===== config.mk =====
export PLATFORM = sky130hd
export DESIGN_NAME = pwm_cfg_commit_ctrl
export DESIGN_NICKNAME = d
export VERILOG_FILES = /design/src/rtl/pwm_cfg_commit_ctrl.sv
export SDC_FILE = /design/constraint.sdc
export NUM_CORES = 1
export LEC_CHECK = 0
export BUFFER_PORTS_ARGS = -buffer_cell sky130_fd_sc_hd__buf_4
export CORE_MARGIN = 2
export CORE_UTILIZATION = 59
export DETAILED_ROUTE_END_ITERATION = 12
export PLACE_DENSITY_LB_ADDON = 0.12
export SLEW_MARGIN = 20
export SYNTH_ARGS = -nofsm -noshare
export SYNTH_HDL_FRONTEND = slang
export SYNTH_SLANG_ARGS = --single-unit
export TNS_END_PERCENT = 50

===== constraint.sdc =====
create_clock -name clk -period 5.4 [get_ports clk]
set_clock_uncertainty 0.15 [all_clocks]
set_input_delay 0.81 -clock clk [delete_from_list [all_inputs] [get_ports clk]]
set_output_delay 0.81 -clock clk [all_outputs]
set_load 0.05 [all_outputs]

===== src/rtl/pwm_cfg_commit_ctrl.sv =====
// Two-port arbitrated write scheduler for the PWM configuration bank: writes land in
// shadow registers and are committed to the active outputs only at a PWM period boundary.
module pwm_cfg_commit_ctrl #(
  parameter logic [15:0] TIMEOUT_CYCLES = 16'd50000
) (
  input  logic       clk,
  input  logic       rst_n,
  input  logic       a_valid,
  input  logic [6:0] a_addr,
  input  logic [7:0] a_data,
  output logic       a_ready,
  input  logic       b_valid,
  input  logic [6:0] b_addr,
  input  logic [7:0] b_data,
  output logic       b_ready,
  input  logic       period_end,
  input  logic       err_clr,
  output logic [7:0] en_reg_out_7_0,
  output logic [7:0] en_reg_out_15_8,
  output logic [7:0] en_reg_pwm_7_0,
  output logic [7:0] en_reg_pwm_15_8,
  output logic [7:0] pwm_duty_cycle,
  output logic [4:0] pending,
  output logic       commit_stb,
  output logic       addr_err
);

  localparam int NREG = 5;

  typedef enum logic [1:0] {ST_IDLE, ST_PENDING, ST_COMMIT} state_e;
  typedef enum logic {GRANT_A, GRANT_B} grant_e;

  state_e      state_q, state_d;
  grant_e      last_grant_q, last_grant_d;
  logic [15:0] cnt_q, cnt_d;
  logic [7:0]  active_q [NREG];
  logic [7:0]  active_d [NREG];
  logic [7:0]  shadow_q [NREG];
  logic [7:0]  shadow_d [NREG];
  logic [4:0]  pending_q, pending_d;
  logic        commit_stb_q, commit_stb_d;
  logic        addr_err_q, addr_err_d;

  logic        wr_en, good_wr, bad_wr, timeout_hit;
  logic [6:0]  wr_addr;
  logic [7:0]  wr_data;

  // On contention the port that did not win last time is granted.
  assign a_ready = (state_q != ST_COMMIT) && a_valid && (!b_valid || last_grant_q == GRANT_B);
  assign b_ready = (state_q != ST_COMMIT) && b_valid && (!a_valid || last_grant_q == GRANT_A);

  assign wr_en   = a_ready || b_ready;
  assign wr_addr = a_ready ? a_addr : b_addr;
  assign wr_data = a_ready ? a_data : b_data;
  assign good_wr = wr_en && (wr_addr <= 7'd4);
  assign bad_wr  = wr_en && (wr_addr > 7'd4);

  assign timeout_hit = (TIMEOUT_CYCLES != 16'd0) && (cnt_q == TIMEOUT_CYCLES - 16'd1);

  // NOTE: every signal written in always_comb gets a default first, so no path can infer a latch.
  always_comb begin
    state_d = state_q;
    cnt_d   = cnt_q;
    unique case (state_q)
      ST_IDLE: begin
        if (good_wr) begin
          state_d = ST_PENDING;
          cnt_d   = 16'd0;
        end
      end
      ST_PENDING: begin
        cnt_d = cnt_q + 16'd1;
        if (period_end || timeout_hit) state_d = ST_COMMIT;
      end
      ST_COMMIT: begin
        state_d = ST_IDLE;
        cnt_d   = 16'd0;
      end
      default: begin
        state_d = ST_IDLE;
        cnt_d   = 16'd0;
      end
    endcase
  end

  // NOTE: sequential state uses non-blocking assignments so all registers update from pre-edge values.
  always_ff @(posedge clk or negedge rst_n) begin
    if (!rst_n) begin
      state_q <= ST_IDLE;
      cnt_q   <= 16'd0;
    end else begin
      state_q <= state_d;
      cnt_q   <= cnt_d;
    end
  end

  always_comb begin
    active_d     = active_q;
    shadow_d     = shadow_q;
    pending_d    = pending_q;
    commit_stb_d = 1'b0;
    last_grant_d = last_grant_q;
    addr_err_d   = addr_err_q;

    if (a_ready)      last_grant_d = GRANT_A;
    else if (b_ready) last_grant_d = GRANT_B;

    if (bad_wr)       addr_err_d = 1'b1;
    else if (err_clr) addr_err_d = 1'b0;

    // Both ports are stalled in COMMIT, so the commit and a shadow write never collide.
    if (state_q == ST_COMMIT) begin
      for (int i = 0; i < NREG; i++) begin
        if (pending_q[i]) active_d[i] = shadow_q[i];
      end
      pending_d    = 5'd0;
      commit_stb_d = 1'b1;
    end

    for (int i = 0; i < NREG; i++) begin
      if (good_wr && wr_addr == 7'(i)) begin
        shadow_d[i]  = wr_data;
        pending_d[i] = 1'b1;
      end
    end
  end

  // NOTE: the register arrays are reset explicitly; their values drive outputs and must be known at reset.
  always_ff @(posedge clk or negedge rst_n) begin
    if (!rst_n) begin
      for (int i = 0; i < NREG; i++) begin
        active_q[i] <= 8'h00;
        shadow_q[i] <= 8'h00;
      end
      pending_q    <= 5'd0;
      commit_stb_q <= 1'b0;
      addr_err_q   <= 1'b0;
      last_grant_q <= GRANT_B;
    end else begin
      active_q     <= active_d;
      shadow_q     <= shadow_d;
      pending_q    <= pending_d;
      commit_stb_q <= commit_stb_d;
      addr_err_q   <= addr_err_d;
      last_grant_q <= last_grant_d;
    end
  end

  assign en_reg_out_7_0  = active_q[0];
  assign en_reg_out_15_8 = active_q[1];
  assign en_reg_pwm_7_0  = active_q[2];
  assign en_reg_pwm_15_8 = active_q[3];
  assign pwm_duty_cycle  = active_q[4];
  assign pending         = pending_q;
  assign commit_stb      = commit_stb_q;
  assign addr_err        = addr_err_q;

endmodule


Yosys cells after proc, flatten, opt, wreduce, memory -nomap -nowiden
Index checks and enable logic that the tools add are counted.
{"block": "word_totals", "word_cells": 84, "inputBits": 36, "register_bits": 106, "output_inout_bits": 49}
{"block": "classes", "n_addsub": 1, "bitwise_logic": 1, "reduce_logical": 32, "n_eq_ne": 10, "muxes": 18, "order_cmp": 2}
{"op": "case mux 16 bit (2 select lines)", "count": 1}
{"op": "adder 16 x 1 -> 16 bit (second input constant)", "count": 1}
{"op": "== test 16 bit (second input constant)", "count": 1}
{"op": "2-to-1 mux 16 bit", "count": 1}
{"op": "== test 7 x 2 -> 1 bit (second input constant)", "count": 2}
{"op": "nonzero test 2 bit", "count": 7}
{"op": "AND reduction 2 bit", "count": 6}
{"op": "logical AND 1 bit", "count": 11}
{"op": "2-to-1 mux 1 bit", "count": 10}
{"op": "2-to-1 mux 8 bit", "count": 1}
{"op": "== test 7 x 1 -> 1 bit (second input constant)", "count": 1}
{"op": "== test 7 x 3 -> 1 bit (second input constant)", "count": 1}
{"op": "greater-than comparator 7 x 3 -> 1 bit (second input constant)", "count": 1}
{"op": "less-or-equal comparator 7 x 3 -> 1 bit (second input constant)", "count": 1}
{"op": "zero test 7 bit", "count": 1}
{"op": "2-to-1 mux 7 bit", "count": 1}
{"op": "!= test 2 bit (second input constant)", "count": 3}
{"op": "2-to-1 mux 5 bit", "count": 1}
{"op": "logical OR 1 bit", "count": 4}
{"op": "2-to-1 mux 2 bit", "count": 2}
{"op": "case mux 2 bit (2 select lines)", "count": 1}
{"op": "== test 2 x 1 -> 1 bit (second input constant)", "count": 1}
{"op": "== test 2 bit (second input constant)", "count": 1}
{"op": "zero test 1 bit", "count": 2}
{"op": "other kinds (2)", "count": 2}

Logic depth before layout (Yosys ltp)
{"block": "logic_depth", "ltp_word": 8, "depth_mapped": 8, "ltp_nobuf": 6}

Least setup slack after synthesis
No wires, ideal clock.
{"block": "synth_timing", "kind": "input to register", "startpoint": "in b_addr[6]", "endpoint": "reg shadow_q[0] (netlist bit)", "path_slack_ps": 2465, "path_buffers": 1, "arrival_ps": 2660, "stages": 6, "setup_ps": 125, "required_ps": 5125, "cell_sequence": "or4_1 or4b_1 mux2_4 nand2b_4 buf_6 mux2_4"}
{"block": "synth_between", "elab_chain_cells": 4, "elab_cells_between_ends": 5, "cone_classes": "order compare (1); eq/ne (1); mux (1); reduce/logical (2)"}
{"element": "start, declared", "line_no": "13", "rtl": "input logic [6:0] b_addr,"}
{"element": "2-to-1 mux 7 bit *", "line_no": "53", "rtl": "assign wr_addr = a_ready ? a_addr : b_addr;"}
{"element": "less-or-equal comparator 7 x 3 -> 1 bit", "line_no": "55", "rtl": "assign good_wr = wr_en && (wr_addr <= 7'd4);"}
{"element": "logical AND 1 bit", "line_no": "55"}
{"element": "logical AND 1 bit *", "line_no": "121", "rtl": "if (good_wr && wr_addr == 7'(i)) begin"}
{"element": "end signal, assigned", "line_no": "141", "rtl": "shadow_q <= shadow_d;"}
{"element": "end, declared", "line_no": "38", "rtl": "logic [7:0] shadow_q [NREG];"}
Mark *: on every way between the ends. The rest lies on a longest branch, timed or not.
A chain may end at the register's enable or synchronous reset.

Worst setup path in the final report
{"block": "layout_timing", "startpoint": "reg state_q[0]", "endpoint": "out a_ready"}
{"block": "layout_between", "elab_chain_cells": 3}
{"element": "start, declared", "line_no": "33", "rtl": "state_e state_q, state_d;"}
{"element": "start signal, assigned", "line_no": "92", "rtl": "state_q <= state_d;"}
{"element": "!= test 2 bit", "line_no": "49", "rtl": "assign a_ready = (state_q != ST_COMMIT) && a_valid && (!b_valid || last_grant_q == GRANT_B);"}
{"element": "logical AND 1 bit (2 in a row)", "line_no": "49"}
{"element": "end, declared", "line_no": "11", "rtl": "output logic a_ready,"}
No other way between the ends.

==> results.json <==
{
  "powerDensity_nw_per_um2": 357.9,
  "finalPower_w": 0.001947,
  "worst_ep_required_time_ps": 4440,
  "antenna_cells": 0,
  "cts_sinks": 106,
  "syn2layout_area_growth_pct": 20.08,
  "core-area_um2": 7331,
  "cts_hold_buf": 0,
  "hp-class": "in2async",
  "synth_area_leaders": "dfrtp_1 58%, mux2_2 18%, nand2_1 4.0%",
  "drive_above_1_share": 0.4141,
  "die_area_um2": 8396,
  "grt_max_degree": 59,
  "avgSynthCellArea_um2": 12.48,
  "power_leakage_nw": 2.839,
  "die_x_um": 91.63,
  "synth_fa_ha_area_frac": 0.002762,
  "synthSimpleGateAreaFrac": 0.1168,
  "drc": 0,
  "syn_inst": 363,
  "htreeDepth": 3,
  "critPathArrivalTime_ps": 2450,
  "dieHeight_um": 91.63,
  "post-dp-hpwl_um": 7065,
  "max-vdd-ir-drop_v": 0.0002255,
  "synthXorXnorAreaFrac": 0.001933,
  "tritoncts": "done",
  "rsz0062_at_grt": "no",
  "synth_async_sr_flop_share": 1.000,
  "fill_cells": 488,
  "synth_area_um2": 4531,
  "grt_pass1_wl_um": 15830,
  "end_kind": "primary output",
  "clk_pin_slew_ps": 100,
  "synth_top_family_by_area": "multiplexers",
  "rows": 31,
  "drv_slew": 0,
  "ys_types": 41,
  "cts_root_buffer": "clkbuf_8",
  "worst-path-buf-inv": 2,
  "antenna_found_initial": 0,
  "critPathLaunchType": "register",
  "synth_compound_area_frac": 0.06545,
  "final_nets": 486,
  "ys.flop_type": "dfrtp_1",
  "layout_common_cells": "105 x dfrtp_1, 86 x buf_4, 72 x mux2_2",
  "ant_nets": 0,
  "cts_buffer_depth": 2,
  "mostFrequentLayoutCell": "dfrtp_1",
  "dr.pass1.iters": 5,
  "ctsResizeCount": 0,
  "grt_use_total": 0.2433,
  "grt_pass1_vias": 3204,
  "critPathSlowestCell": "inv_1",
  "gp_congestion": 0.8363,
  "cp_max_fo": 15,
  "vias": 3231,
  "clkLatencyLatePin_ps": 360,
  "synth_top_cell_area_share": 0.5800,
  "yosysSeqAreaShare": 0.5857,
  "synth_edf_count": 0,
  "holdWs_ps": 335.6,
  "worstRegToRegCells": 6,
  "path_delay_family": "simple AND/OR/NAND/NOR gates",
  "syn-num-nets": 400,
  "max_freq_mhz": 292.9,
  "drtIter0Drc": 168,
  "worst_pin_slew_ps": 830.3,
  "setup_tns_ps": 0,
  "utilization": 0.7421,
  "maxCapViolations": 0,
  "wire_per_inst_um": 17.65,
  "numCtsBuffers": 9,
  "slowest_delay_ps": 530,
  "wirelength_um": 9762,
  "ys_ff_latch": 106,
  "slew_headroom": 0.4428,
  "crit_type": "reg2out",
  "start_util": 0.6180,
  "fin_cells": 553,
  "post-route-period-util": 0.6322,
  "port_buffers": 84,
  "overflow": 0,
  "cp.depth": 4,
  "ios": 85,
  "fin_crit_ps": 3414,
  "cts_setup_buffers": 0,
  "synth_area_leader_cell": "dfrtp_1",
  "status": "completed",
  "yosys_warnings": 0,
  "hold_viol": 0,
  "synth.area.mux_share": 0.2110,
  "via_per_inst": 5.843,
  "placedCellCount": 537,
  "path_cells": "nand2b_1 > nand3_1 > inv_1 > buf_4",
  "setup_viol": 0
}
==> final cells by class <==
type | count | area (um^2) | area share
Clock buffer | 11 | 141.4 | 0.02599
Clock inverter | 5 | 47.55 | 0.008740
Inverter | 6 | 22.52 | 0.004140
Multi-Input combinational cell | 240 | 1805 | 0.3319
Sequential cell | 106 | 2654 | 0.4878
Tap cell | 99 | 123.9 | 0.02277
Timing Repair Buffer | 86 | 645.6 | 0.1187
==> where the power goes <==
group / switching [W] / internal [W]
Clock: 0.000274 / 0.000189
Sequential: 0.0000918 / 0.000913
Combinational: 0.000301 / 0.000179
==> Yosys cell counts (all sizes together), types with 3 or more instances <==
library cell and instances:
nand4 4, nand2 48, nor4b 3, clkbuf 8, o21ai 9, mux2 81
a21oi 12, and3 6, nor3 3, buf 3, a31oi 18, nand2b 5
nand3 8, dfrtp 105, inv 6, nor2 18, nor4 3
==> flip-flops by register name, summed over array words and instances, names as in the netlist, 2 cells and up <==
register,count
cnt_q,16
en_reg_out_15_8,8
en_reg_pwm_7_0,8
en_reg_out_7_0,8
pwm_duty_cycle,8
pending,5
state_q,2
en_reg_pwm_15_8,8
shadow_q,40
==> metal layers <==
metal / share of wire / global-route usage
met5: 0 / 0
met4: 0.021 / 0.08965
met3: 0.071 / 0.07560
met2: 0.50 / 0.3909
met1: 0.41 / 0.3125
==> final timing paths <==
kind	startpoint	end	slack [ps]
worst max-delay path	state_q[0]	a_ready	1990
worst min-delay path	rst_n	cnt_q[5]	340
worst max register to register	state_q[0]	cnt_q[13]	2200
worst min register to register	cnt_q[3]	cnt_q[3]	360
max in group asynchronous	rst_n	shadow_q[34]	3670
min in group clk	cnt_q[3]	cnt_q[3]	360
==> metrics by stage <==
step	setup WS [ps]	instance area, um^2
CTS	2004	5440
global route	1822	5440
global placement	2197	5249
finish	1986	5440
detailed placement	2094	5251
floorplan	2465	4531
==> cell families after synthesis <==
kind of cell	after synthesis
AOI/OAI and AO/OA	48
xor gates and xnor gates	1
adders and majority gates	1
buffers and inverters	17
DFF	106
muxes	82
and+or+nand+nor	108
Power figures use the tool's default switching activity.
